`src/rtl/dircc_types_pkg.sv`:
```
// Shared DiRCC packet types and the FSM state encodings used by the Avalon-ST packet port.
// Also holds small sizing helpers for beat and empty-field widths.
package dircc_types_pkg;

  typedef logic [31:0] lamport_t;

  typedef struct packed {
    logic [15:0] hw_addr;
    logic [7:0]  sw_addr;
    logic [6:0]  port;
    logic        flag;
  } address_t;

  typedef struct packed {
    address_t    dest_addr;
    address_t    src_addr;
    lamport_t    lamport;
    logic [31:0] data;
  } packet_t;

  typedef enum logic {
    RX_IDLE,
    RX_RECV
  } rx_state_e;

  typedef enum logic {
    TX_IDLE,
    TX_SEND
  } tx_state_e;

  function automatic int ceil_div(input int a, input int b);
    return (a + b - 1) / b;
  endfunction

  function automatic int max1(input int v);
    return (v < 1) ? 1 : v;
  endfunction

endpackage

```
`src/rtl/dircc_avalon_st_rx.sv`:
```
// Avalon-ST deserializer: gathers MSB-first beats into one packet and publishes it
// only when the eop arrives on exactly the last expected beat.
module dircc_avalon_st_rx
  import dircc_types_pkg::*;
#(
  parameter int BITS_PER_SYMBOL  = 8,
  parameter int SYMBOLS_PER_BEAT = 4,
  parameter int PACKET_WIDTH     = $bits(packet_t),
  localparam int DATA_WIDTH      = BITS_PER_SYMBOL * SYMBOLS_PER_BEAT,
  localparam int EMPTY_WIDTH     = max1($clog2(SYMBOLS_PER_BEAT))
) (
  input  logic                    clk,
  input  logic                    reset,
  input  logic                    booting,
  input  logic [DATA_WIDTH-1:0]   in_data,
  input  logic [EMPTY_WIDTH-1:0]  in_empty,
  input  logic                    in_startofpacket,
  input  logic                    in_endofpacket,
  input  logic                    in_valid,
  output logic                    in_ready,
  output logic [PACKET_WIDTH-1:0] packet_data,
  output logic                    packet_valid,
  output logic                    receive_nearly_done,
  output logic                    receive_done
);

  localparam int NBEATS   = ceil_div(PACKET_WIDTH, DATA_WIDTH);
  localparam int PADDED_W = NBEATS * DATA_WIDTH;
  localparam int PAD_W    = PADDED_W - PACKET_WIDTH;
  localparam int CNT_W    = max1($clog2(NBEATS + 1));
  localparam logic [CNT_W-1:0] LAST_CNT = CNT_W'(NBEATS - 1);
  localparam logic [CNT_W-1:0] FULL_CNT = CNT_W'(NBEATS);

  rx_state_e               state_q, state_d;
  logic [CNT_W-1:0]        cnt_q, cnt_d;
  logic [PADDED_W-1:0]     buf_q, buf_d;
  logic [PACKET_WIDTH-1:0] pdata_q, pdata_d;
  logic                    pvalid_q, pvalid_d;
  logic                    done_q;
  logic                    accept;
  logic                    complete;
  logic                    unused_empty;

  // Empty is implied by the fixed packet size, so the incoming field is not needed.
  assign unused_empty = ^in_empty;

  assign in_ready = !reset && !booting;
  assign accept   = in_valid && in_ready;

  always_comb begin
    state_d  = state_q;
    cnt_d    = cnt_q;
    buf_d    = buf_q;
    pdata_d  = pdata_q;
    pvalid_d = pvalid_q;
    complete = 1'b0;
    if (accept) begin
      if (in_startofpacket) begin
        buf_d    = PADDED_W'(in_data);
        pvalid_d = 1'b0;
        if (in_endofpacket) begin
          complete = (NBEATS == 1);
          state_d  = RX_IDLE;
          cnt_d    = '0;
        end else begin
          state_d = RX_RECV;
          cnt_d   = CNT_W'(1);
        end
      end else if (state_q == RX_RECV) begin
        // Beats past the end are dropped; the counter parks at FULL_CNT.
        if (cnt_q != FULL_CNT) begin
          buf_d = (buf_q << DATA_WIDTH) | PADDED_W'(in_data);
        end
        if (in_endofpacket) begin
          complete = (cnt_q == LAST_CNT);
          state_d  = RX_IDLE;
          cnt_d    = '0;
        end else if (cnt_q != FULL_CNT) begin
          cnt_d = cnt_q + CNT_W'(1);
        end
      end
    end
    if (complete) begin
      pdata_d  = PACKET_WIDTH'(buf_d >> PAD_W);
      pvalid_d = 1'b1;
    end
  end

  always_ff @(posedge clk) begin
    if (reset) begin
      state_q  <= RX_IDLE;
      cnt_q    <= '0;
      buf_q    <= '0;
      pdata_q  <= '0;
      pvalid_q <= 1'b0;
      done_q   <= 1'b0;
    end else begin
      state_q  <= state_d;
      cnt_q    <= cnt_d;
      buf_q    <= buf_d;
      pdata_q  <= pdata_d;
      pvalid_q <= pvalid_d;
      done_q   <= complete;
    end
  end

  assign packet_data         = pdata_q;
  assign packet_valid        = pvalid_q;
  assign receive_nearly_done = complete;
  assign receive_done        = done_q;

endmodule

```
`src/rtl/dircc_avalon_st_tx.sv`:
```
// Avalon-ST serializer: latches one packet and streams it MSB-first, holding
// the current beat stable while the sink stalls.
module dircc_avalon_st_tx
  import dircc_types_pkg::*;
#(
  parameter int BITS_PER_SYMBOL  = 8,
  parameter int SYMBOLS_PER_BEAT = 4,
  parameter int PACKET_WIDTH     = $bits(packet_t),
  localparam int DATA_WIDTH      = BITS_PER_SYMBOL * SYMBOLS_PER_BEAT,
  localparam int EMPTY_WIDTH     = max1($clog2(SYMBOLS_PER_BEAT))
) (
  input  logic                    clk,
  input  logic                    reset,
  input  logic                    write_packet,
  input  logic [PACKET_WIDTH-1:0] tx_packet,
  output logic                    sending,
  output logic [DATA_WIDTH-1:0]   out_data,
  output logic [EMPTY_WIDTH-1:0]  out_empty,
  output logic                    out_startofpacket,
  output logic                    out_endofpacket,
  output logic                    out_valid,
  input  logic                    out_ready
);

  localparam int NBEATS   = ceil_div(PACKET_WIDTH, DATA_WIDTH);
  localparam int PADDED_W = NBEATS * DATA_WIDTH;
  localparam int PAD_W    = PADDED_W - PACKET_WIDTH;
  localparam int BEAT_W   = max1($clog2(NBEATS));
  localparam logic [BEAT_W-1:0]      LAST_BEAT = BEAT_W'(NBEATS - 1);
  localparam logic [EMPTY_WIDTH-1:0] EMPTY_VAL = EMPTY_WIDTH'(PAD_W / BITS_PER_SYMBOL);

  tx_state_e           state_q, state_d;
  logic [BEAT_W-1:0]   beat_q, beat_d;
  logic [PADDED_W-1:0] pkt_q, pkt_d;
  logic                busy;

  assign busy = (state_q == TX_SEND);

  always_comb begin
    state_d = state_q;
    beat_d  = beat_q;
    pkt_d   = pkt_q;
    case (state_q)
      TX_IDLE: begin
        if (write_packet) begin
          // Left-justify so the short tail beat is zero-padded at the bottom.
          pkt_d   = PADDED_W'(tx_packet) << PAD_W;
          beat_d  = '0;
          state_d = TX_SEND;
        end
      end
      TX_SEND: begin
        if (out_ready) begin
          if (beat_q == LAST_BEAT) begin
            beat_d  = '0;
            state_d = TX_IDLE;
          end else begin
            beat_d = beat_q + BEAT_W'(1);
            pkt_d  = pkt_q << DATA_WIDTH;
          end
        end
      end
      default: state_d = TX_IDLE;
    endcase
  end

  always_ff @(posedge clk) begin
    if (reset) begin
      state_q <= TX_IDLE;
      beat_q  <= '0;
      pkt_q   <= '0;
    end else begin
      state_q <= state_d;
      beat_q  <= beat_d;
      pkt_q   <= pkt_d;
    end
  end

  assign sending           = busy;
  assign out_valid         = busy;
  assign out_data          = busy ? pkt_q[PADDED_W-1 -: DATA_WIDTH] : '0;
  assign out_startofpacket = busy && (beat_q == '0);
  assign out_endofpacket   = busy && (beat_q == LAST_BEAT);
  assign out_empty         = out_endofpacket ? EMPTY_VAL : '0;

endmodule

```
`src/rtl/dircc_avalon_st_packet_port.sv`:
```
// DiRCC processing-element packet port: independent Avalon-ST receive and
// transmit paths between the router and the core.
module dircc_avalon_st_packet_port
  import dircc_types_pkg::*;
#(
  parameter int BITS_PER_SYMBOL  = 8,
  parameter int SYMBOLS_PER_BEAT = 4,
  parameter int PACKET_WIDTH     = $bits(packet_t),
  localparam int DATA_WIDTH      = BITS_PER_SYMBOL * SYMBOLS_PER_BEAT,
  localparam int EMPTY_WIDTH     = max1($clog2(SYMBOLS_PER_BEAT))
) (
  input  logic                    clk,
  input  logic                    reset,
  input  logic                    booting,
  input  logic [DATA_WIDTH-1:0]   in_data,
  input  logic [EMPTY_WIDTH-1:0]  in_empty,
  input  logic                    in_startofpacket,
  input  logic                    in_endofpacket,
  input  logic                    in_valid,
  output logic                    in_ready,
  output logic [PACKET_WIDTH-1:0] packet_data,
  output logic                    packet_valid,
  output logic                    receive_nearly_done,
  output logic                    receive_done,
  output logic [DATA_WIDTH-1:0]   out_data,
  output logic [EMPTY_WIDTH-1:0]  out_empty,
  output logic                    out_startofpacket,
  output logic                    out_endofpacket,
  output logic                    out_valid,
  input  logic                    out_ready,
  input  logic                    write_packet,
  input  logic [PACKET_WIDTH-1:0] tx_packet,
  output logic                    sending
);

  dircc_avalon_st_rx #(
    .BITS_PER_SYMBOL (BITS_PER_SYMBOL),
    .SYMBOLS_PER_BEAT(SYMBOLS_PER_BEAT),
    .PACKET_WIDTH    (PACKET_WIDTH)
  ) u_rx (
    .clk                (clk),
    .reset              (reset),
    .booting            (booting),
    .in_data            (in_data),
    .in_empty           (in_empty),
    .in_startofpacket   (in_startofpacket),
    .in_endofpacket     (in_endofpacket),
    .in_valid           (in_valid),
    .in_ready           (in_ready),
    .packet_data        (packet_data),
    .packet_valid       (packet_valid),
    .receive_nearly_done(receive_nearly_done),
    .receive_done       (receive_done)
  );

  dircc_avalon_st_tx #(
    .BITS_PER_SYMBOL (BITS_PER_SYMBOL),
    .SYMBOLS_PER_BEAT(SYMBOLS_PER_BEAT),
    .PACKET_WIDTH    (PACKET_WIDTH)
  ) u_tx (
    .clk              (clk),
    .reset            (reset),
    .write_packet     (write_packet),
    .tx_packet        (tx_packet),
    .sending          (sending),
    .out_data         (out_data),
    .out_empty        (out_empty),
    .out_startofpacket(out_startofpacket),
    .out_endofpacket  (out_endofpacket),
    .out_valid        (out_valid),
    .out_ready        (out_ready)
  );

endmodule

```
`config.mk`:
```
export PLATFORM = sky130hd
export DESIGN_NAME = dircc_avalon_st_packet_port
export DESIGN_NICKNAME = d
export VERILOG_FILES = /design/src/rtl/dircc_types_pkg.sv /design/src/rtl/dircc_avalon_st_rx.sv /design/src/rtl/dircc_avalon_st_tx.sv /design/src/rtl/dircc_avalon_st_packet_port.sv
export SDC_FILE = /design/constraint.sdc
export NUM_CORES = 1
export LEC_CHECK = 0
export CAP_MARGIN = 20
export CORE_ASPECT_RATIO = 1.5
export CORE_MARGIN = 1.5
export CORE_UTILIZATION = 30
export DETAILED_ROUTE_END_ITERATION = 6
export MAX_ROUTING_LAYER = met4
export PLACE_DENSITY_LB_ADDON = 0.05
export RECOVER_POWER = 100
export SLEW_MARGIN = 0
export SYNTH_ARGS = -nofsm -noshare
export SYNTH_HDL_FRONTEND = slang
export SYNTH_SLANG_ARGS = --single-unit
```
`constraint.sdc`:
```
create_clock -name clk -period 3.6 [get_ports clk]
set_clock_uncertainty 0.2 [all_clocks]
set_input_delay 0.72 -clock clk [delete_from_list [all_inputs] [get_ports clk]]
set_output_delay 0.72 -clock clk [all_outputs]
set_load 0.1 [all_outputs]
```
==> key figures, run 1 <==
STA
  • Max-slew violations: 100
  • Sum Neg Setup Slack: 0 ns
  • Rel. slew slack: -6.00%
  • Worst Max-Slew Pin Slew: 1.59 ns
  • Hold Slack: 0.169 ns
  • F_max: 290 MHz
  • Setup-failing EPs final: 0
  • Final hold vios: 0
  • RSZ-0062 raised after global routing: false
  • Period utilization: 95.7%
  • Tmin final: 3.45 ns

GRT
  • Vias in the first global route: 12000
  • Initial antenna violation count: 7
  • Largest net degree at the start of global routing: 215
  • Gr usage total: 20.0%
  • First-pass GRT wire length: 73.9 mm
  • Grt ovf: 0

Clocking
  • TritonCTS Buffers: 42
  • Post-CTS Resized: 0
  • CTS tree: done
  • CTS clock-pin slew for the worst setup and hold paths: 0.06 ns
  • Max Root-Sink Buffers: 3
  • # Post-CTS Setup Buffers: 0
  • Htree depth: 2
  • Root Buffer: clkbuf_16
  • Clk_lat worst skew: 0.54 ns
  • Clk sinks: 393
  • CTS Hold Buffers Added: 0

Critical path
  • Crit path max fanout: 4
  • WP data required: 2.68 ns
  • WP data arrival: 2.53 ns
  • Setup CP Type: input port to output pin
  • Endpoint class of the critical path: output pin
  • Crit start category: input port
  • R2r setup slk: 0.43 ns

Final layout
  • Layout Area Growth over Synthesis: 32.5%
  • Ratio of cells with drive above 1 in the final layout: 7.20%
  • Fin nets: 2018
  • Fin area: 0.0197 mm^2
  • Cell Count, Final, Fillers Out: 2538

Placed design
  • Hpwl dp: 34.8 mm
  • Placed standard-cell area: 0.0189 mm^2
  • # port buffers: 335
  • Placer Congestion: 0.819
  • Placed insts: 2455

Yosys
  • Syn. warnings: 0
  • Register area share after synthesis: 52.9%
  • Synth Area in Adders: 0.420%
  • Synth cell count leaders: dfxtp_1, nor2_1, mux2i_1
  • Mux contribution to synthesized area: 11.8%
  • Synth top area share: 52.9%
  • Post-synthesis compound-gate area fraction: 15.8%
  • Post-synthesis xor/xnor area fraction: 0%
  • Mean Syn Cell Area: 9.45 um^2
  • Post-Syn Area: 0.0149 mm^2
  • Post-synthesis simple-gate area fraction: 14.9%
  • Top-count cell post-synth: dfxtp_1
  • Post-synthesis register bit count: 393
  • Number of synthesized flops with an enable pin: 0
  • Combinational family with the most area after synthesis: compound AO/OA/AOI/OAI gates
  • Top cell type by total area after synthesis: dfxtp_1
  • Post-synth ARST share: 0%
  • Dominant synthesized flop cell: dfxtp_1
  • Post-synthesis cell type count: 30
  • Syn Inst Count: 1575
  • Top post-synthesis cells by area: dfxtp_1, mux2i_1, a211oi_1, nor2_1, nand2_1

Floorplanning
  • Die H: 276 um
  • CORE AREA: 0.0488 mm^2
  • Initial Util: 30.5%
  • Die area: 0.0510 mm^2
  • Die W: 185 um
  • Site Rows: 99
  • Ports: 340

Power and ir drop
  • Pint: 7.49 mW
  • Power per cell area: 503 mW/mm^2
  • Part of the power in the clock network: 43.9%
  • VDD IR-drop max: 0.343 mV
  • Pleak: 6.88 nW
  • Sequential share of power: 46.1%
  • Sw frac: 24.6%
  • Gate power share: 9.9%
  • Net Sw Power: 2.44 mW

Detailed routing
  • Via Count: 12100
  • DR vias/cell: 4.78
  • Routed len/inst: 19.7 um
  • Total routed wirelength: 50.1 mm
  • # DRC: 0
  • Router iterations before antenna repair: 4
  • First DRT Iteration DRCs: 403
  • Antenna Nets Post-Route: 0

Status
  • Failing checks: capacitance limit, slew limit
  • Run status: complete, but fails checks

Hold path
  • Type of the tightest min-delay check: input port to flop

Job
  • Max-cap violations: 3
stage by stage:
step | worst slack [ns] | utilization, % | power, mW
after global placement | 0.234 | 38.7 | 5.69
after floorplan | 0.0492 | - | 5.22
after global routing | 0.0881 | 40.4 | 10.3
after detailed placement | 0.205 | 38.7 | 5.69
after CTS | 0.201 | 41.6 | 10.1
final | 0.153 | 40.4 | 9.93
cells by family after synthesis:
logic type / after synthesis
buffers and inverters: 152
AND/OR/NAND/NOR: 524
flip-flops: 393
other: 1
adder cells (fa/ha/maj): 5
AO/OA/AOI/OAI: 324
multiplexers: 176
critical path, cell delays in order:
cell and delay, ns:
clkdlybuf4s50_1 0.48, or3b_1 0.47, nor4_4 0.34, clkbuf_1 0.30, buf_12 0.22
registers in the layout, summed over array words and instances, names as in the netlist:
name               cells
u_rx.buf_q           128
u_rx.cnt_q             3
u_rx.packet_data     128
u_rx.packet_valid      1
u_rx.receive_done      1
u_rx.state_q           1
u_tx.beat_q            2
u_tx.out_valid         1
u_tx.pkt_q           128
path summary, 6_finish.rpt:
check	depth (start not counted)	to	from
worst max-delay path	5	receive_nearly_done	booting
worst min-delay path	2	u_rx.packet_data[103]	reset
worst max register to register	4	u_tx.pkt_q[36]	u_tx.out_valid
worst min register to register	2	u_tx.pkt_q[11]	u_tx.pkt_q[11]
per-layer routing:
layer  part of all wire [%]  GRT usage, %
met5                      0             -
met4                    3.0          6.76
met3                    7.0          5.58
met2                     54          37.6
met1                     36          19.4
layout make-up:
type | count | area (um^2)
Antenna cell | 8 | 20.0
Timing Repair Buffer | 366 | 3180
Tap cell | 656 | 821
Clock buffer | 68 | 1320
Sequential cell | 393 | 7870
Fill cell | 5095 | 29100
Inverter | 9 | 33.8
Clock inverter | 7 | 67.6
Multi-Input combinational cell | 1031 | 6420
power groups by stage:
| stage | clock (mW) | sequential, mW | combinational, mW |
|---|---|---|---|
| 3_5_place_dp | 0 | 4.68 | 1.01 |
| 2_1_floorplan | 0 | 4.63 | 0.592 |
| 5_1_grt | 4.68 | 4.60 | 1.07 |
| 4_1_cts | 4.51 | 4.59 | 1.01 |
| 6_report | 4.36 | 4.58 | 0.986 |
| 3_3_place_gp | 0 | 4.68 | 1.00 |
placed cells by master, fill, tap and decap left out, drive strengths merged:
| cell | count |
|---|---|
| nor2 | 310 |
| clkdlybuf4s50 | 164 |
| a31o | 1 |
| o21ai | 2 |
| nor4 | 2 |
| clkbuf | 208 |
| diode | 8 |
| a311oi | 53 |
| clkinv | 5 |
| or3b | 1 |
| dlygate4sd3 | 3 |
| nand3b | 33 |
| buf | 58 |
| dfxtp | 393 |
| nor3 | 2 |
| o21a | 1 |
| dlymetal6s4s | 1 |
| inv | 10 |
| nor3b | 1 |
| and3 | 2 |
| mux2i | 176 |
| a22o | 21 |
| conb | 2 |
| a211oi | 173 |
| a21boi | 1 |
| a21oi | 70 |
| a32oi | 1 |
| a21bo | 1 |
| bufinv | 1 |
| ha | 5 |
| and2 | 34 |
| nand2 | 139 |
Power figures use the tool's default switching activity.
==> inputs of run 2 (changes only) <==
--- a/config.mk
+++ b/config.mk
@@ -13,7 +13,8 @@
 export MAX_ROUTING_LAYER = met4
 export PLACE_DENSITY_LB_ADDON = 0.05
 export RECOVER_POWER = 100
-export SLEW_MARGIN = 0
+export SKIP_LAST_GASP = 1
+export SLEW_MARGIN = 10
 export SYNTH_ARGS = -nofsm -noshare
 export SYNTH_HDL_FRONTEND = slang
 export SYNTH_SLANG_ARGS = --single-unit
==> results of run 2 <==
Same layout as run 1: the final DEF is identical, and so are final timing and power.
==> inputs of run 3 (changes only) <==
--- a/config.mk
+++ b/config.mk
@@ -11,7 +11,6 @@
 export CORE_UTILIZATION = 30
 export DETAILED_ROUTE_END_ITERATION = 6
 export MAX_ROUTING_LAYER = met4
-export PLACE_DENSITY_LB_ADDON = 0.05
 export RECOVER_POWER = 100
 export SKIP_LAST_GASP = 1
 export SLEW_MARGIN = 10
==> constraint.sdc (replaced) <==
create_clock -name clk -period 3.7 [get_ports clk]
set_clock_uncertainty 0.2 [all_clocks]
set_input_delay 0.74 -clock clk [delete_from_list [all_inputs] [get_ports clk]]
set_output_delay 0.74 -clock clk [all_outputs]
set_load 0.1 [all_outputs]
==> run 3 against run 2 <==
- the run still ends with capacitance limit, slew limit left
- highest routed layer unchanged
- sequential cell count did not move
- largest power group unchanged
- via count down 0.20%
- sequential power shrank 3%
- cell area fell by 1.6%
- global-route usage fell by 2.5 points
- worst setup slack gained 0.11 ns
- core utilization shrank 0.65 points
- register-to-register slack better by 0.16 ns
- combinational power is 12% lower
- largest cell class unchanged
- first-iteration DRC count increased by 34%
==> key figures, run 3 (synthesized netlist as in run 1, its figures left out) <==
STA
  • Final hold vios: 0 (unchanged)
  • Sum Neg Setup Slack: 0 ns (unchanged)
  • Setup-failing EPs final: 0 (unchanged)
  • Worst Max-Slew Pin Slew: 1.85 ns (+0.264 ns)
  • Tmin final: 3.43 ns
  • Max-slew violations: 229 (+130%)
  • F_max: 291 MHz
  • RSZ-0062 raised after global routing: false
  • Rel. slew slack: -23.6% (-18 points)
  • Period utilization: 92.8%

Status
  • Run status: complete, but fails checks
  • Failing checks: capacitance limit, slew limit

Detailed routing
  • Via Count: 12100 (-0.20%)
  • Routed len/inst: 17.6 um (-11%)
  • Router iterations before antenna repair: 5 (+1)
  • Antenna Nets Post-Route: 0 (unchanged)
  • Total routed wirelength: 44.5 mm (-11%)
  • # DRC: 0 (unchanged)
  • DR vias/cell: 4.78 (about the same)
  • First DRT Iteration DRCs: 542 (+34%)

Job
  • Max-cap violations: 3 (unchanged)

Clocking
  • Clk_lat worst skew: 0.56 ns (+0.02 ns)
  • # Post-CTS Setup Buffers: 0 (unchanged)
  • CTS Hold Buffers Added: 0 (unchanged)
  • TritonCTS Buffers: 40 (-4.8%)
  • Max Root-Sink Buffers: 3 (unchanged)
  • CTS clock-pin slew for the worst setup and hold paths: 0.06 ns (about the same)
  • Root Buffer: clkbuf_16
  • Clk sinks: 393 (unchanged)
  • Htree depth: 2 (unchanged)
  • Post-CTS Resized: 0 (unchanged)
  • CTS tree: done

GRT
  • First-pass GRT wire length: 67.4 mm (-8.7%)
  • Gr usage total: 17.5% (-2.5 points)
  • Vias in the first global route: 12100 (+0.70%)
  • Initial antenna violation count: 8 (+1)
  • Largest net degree at the start of global routing: 208 (-3.3%)
  • Grt ovf: 0 (unchanged)

Final layout
  • Layout Area Growth over Synthesis: 30.4%
  • Filler Cell Count: 5006 (-1.7%)
  • Commonest non-fill, non-tap cell in the layout: dfxtp_1
  • Final core occ: 39.8% (-0.65 points)
  • Most frequent cells in the layout: dfxtp_1, nor2_1, mux2i_1
  • Register Area: 0.00787 mm^2 (about the same)
  • Multi-input gate area: 0.00643 mm^2 (+0.19%)
  • Ratio of cells with drive above 1 in the final layout: 6.36% (-0.84 points)
  • Fin nets: 2016 (-0.099%)

Hold path
  • Hold path cells: 2 (unchanged)
  • Type of the tightest min-delay check: flop to flop

Power and ir drop
  • Sequential share of power: 47.2% (+1.1 points)
  • Net Sw Power: 2.34 mW (-4.1%)
  • Pleak: 6.92 nW (+0.59%)
  • Part of the power in the clock network: 43.5% (-0.4 points)
  • VDD IR-drop max: 0.388 mV (+13%)
  • Pint: 7.06 mW (-5.7%)
  • Power per cell area: 484 mW/mm^2 (-3.8%)
  • Gate power share: 9.3% (-0.6 points)
  • Sw frac: 24.9% (+0.32 points)

Critical path
  • Crit start category: input port
  • Endpoint class of the critical path: output pin
  • Setup CP Type: input port to output pin
  • Crit path max fanout: 3 (-1)
  • WP data arrival: 2.49 ns (-0.04 ns)
  • WP data required: 2.76 ns (+0.08 ns)
  • Register-to-Register Path Depth: 6 (+2)

Floorplanning
  • Initial Util: 30.5% (unchanged)
  • Die H: 276 um (unchanged)
  • Ports: 340 (unchanged)
  • Die W: 185 um (unchanged)
  • Site Rows: 99 (unchanged)
  • Die area: 0.0510 mm^2 (unchanged)
  • CORE AREA: 0.0488 mm^2 (unchanged)

Placed design
  • Hpwl dp: 30.3 mm (-13%)
  • # port buffers: 335 (unchanged)
  • Placer Congestion: 0.785 (-4.2%)
run 3: cell types whose count changed in the layout (fill, tap and decap cells not counted), moves of 3 or more:
cell	before	now
clkbuf_16	43	40
clkbuf_8	15	8
and2_0	24	0
dlygate4sd3_1	3	46
buf_4	15	30
buf_12	41	4
clkbuf_1	145	118
and2_1	10	34
clkbuf_2	5	9
run 3: layout make-up:
class / instances / share of cell area (%)
clock buffer: 58 / 5.92
antenna: 7 / 0.0902
tap: 656 / 4.23
inverter: 9 / 0.174
timing repair buffer: 366 / 14.9
clock inverter: 13 / 0.967
sequential: 393 / 40.6
multi-input combinational: 1031 / 33.1
run 3: path summary, 6_finish.rpt:
check / from / to / slack [ns]
worst max-delay path: booting / receive_nearly_done / 0.27
worst max register to register: u_tx.out_valid / u_tx.pkt_q[108] / 0.59
worst min-delay path: u_tx.pkt_q[22] / u_tx.pkt_q[22] / 0.25
worst min register to register: u_tx.pkt_q[22] / u_tx.pkt_q[22] / 0.25
run 3: critical path, cell delays in order:
cell           delay (ns)
dlygate4sd3_1        0.55
or3b_1               0.45
nor4_4               0.34
buf_4                0.22
buf_12               0.18
run 3: power by group through the flow:
stage | logic [mW] | clock network (mW) | registers [mW]
5_1_grt | 0.949 | 4.37 | 4.45
3_5_place_dp | 0.891 | 0 | 4.54
2_1_floorplan | 0.576 | 0 | 4.51
4_1_cts | 0.896 | 4.21 | 4.44
6_report | 0.872 | 4.09 | 4.44
3_3_place_gp | 0.882 | 0 | 4.53
run 3: stage by stage:
| stage | power (mW) | setup WS [ns] | cells | hold slack [ns] | instance area (um^2) |
|---|---|---|---|---|---|
| finish | 9.40 | 0.268 | 2533 | 0.250 | 19400 |
| global route | 9.77 | 0.215 | 2533 | 0.262 | 19400 |
| global placement | 5.41 | 0.350 | 2455 | 0.241 | 18500 |
| CTS | 9.55 | 0.325 | 2526 | 0.252 | 19900 |
| floorplan | 5.08 | 0.129 | 1576 | 0.232 | 14900 |
| detailed placement | 5.43 | 0.325 | 2455 | 0.244 | 18500 |
run 3: routing by layer:
metal  global-route usage [%]  up-vias  part of all wire [%]
li1                         -     6074                     -
met3                     5.41       78                   7.8
met1                     18.1     5653                    38
met4                     6.85        0                   3.4
met2                     30.6      296                    50
met5                        -        -                     0
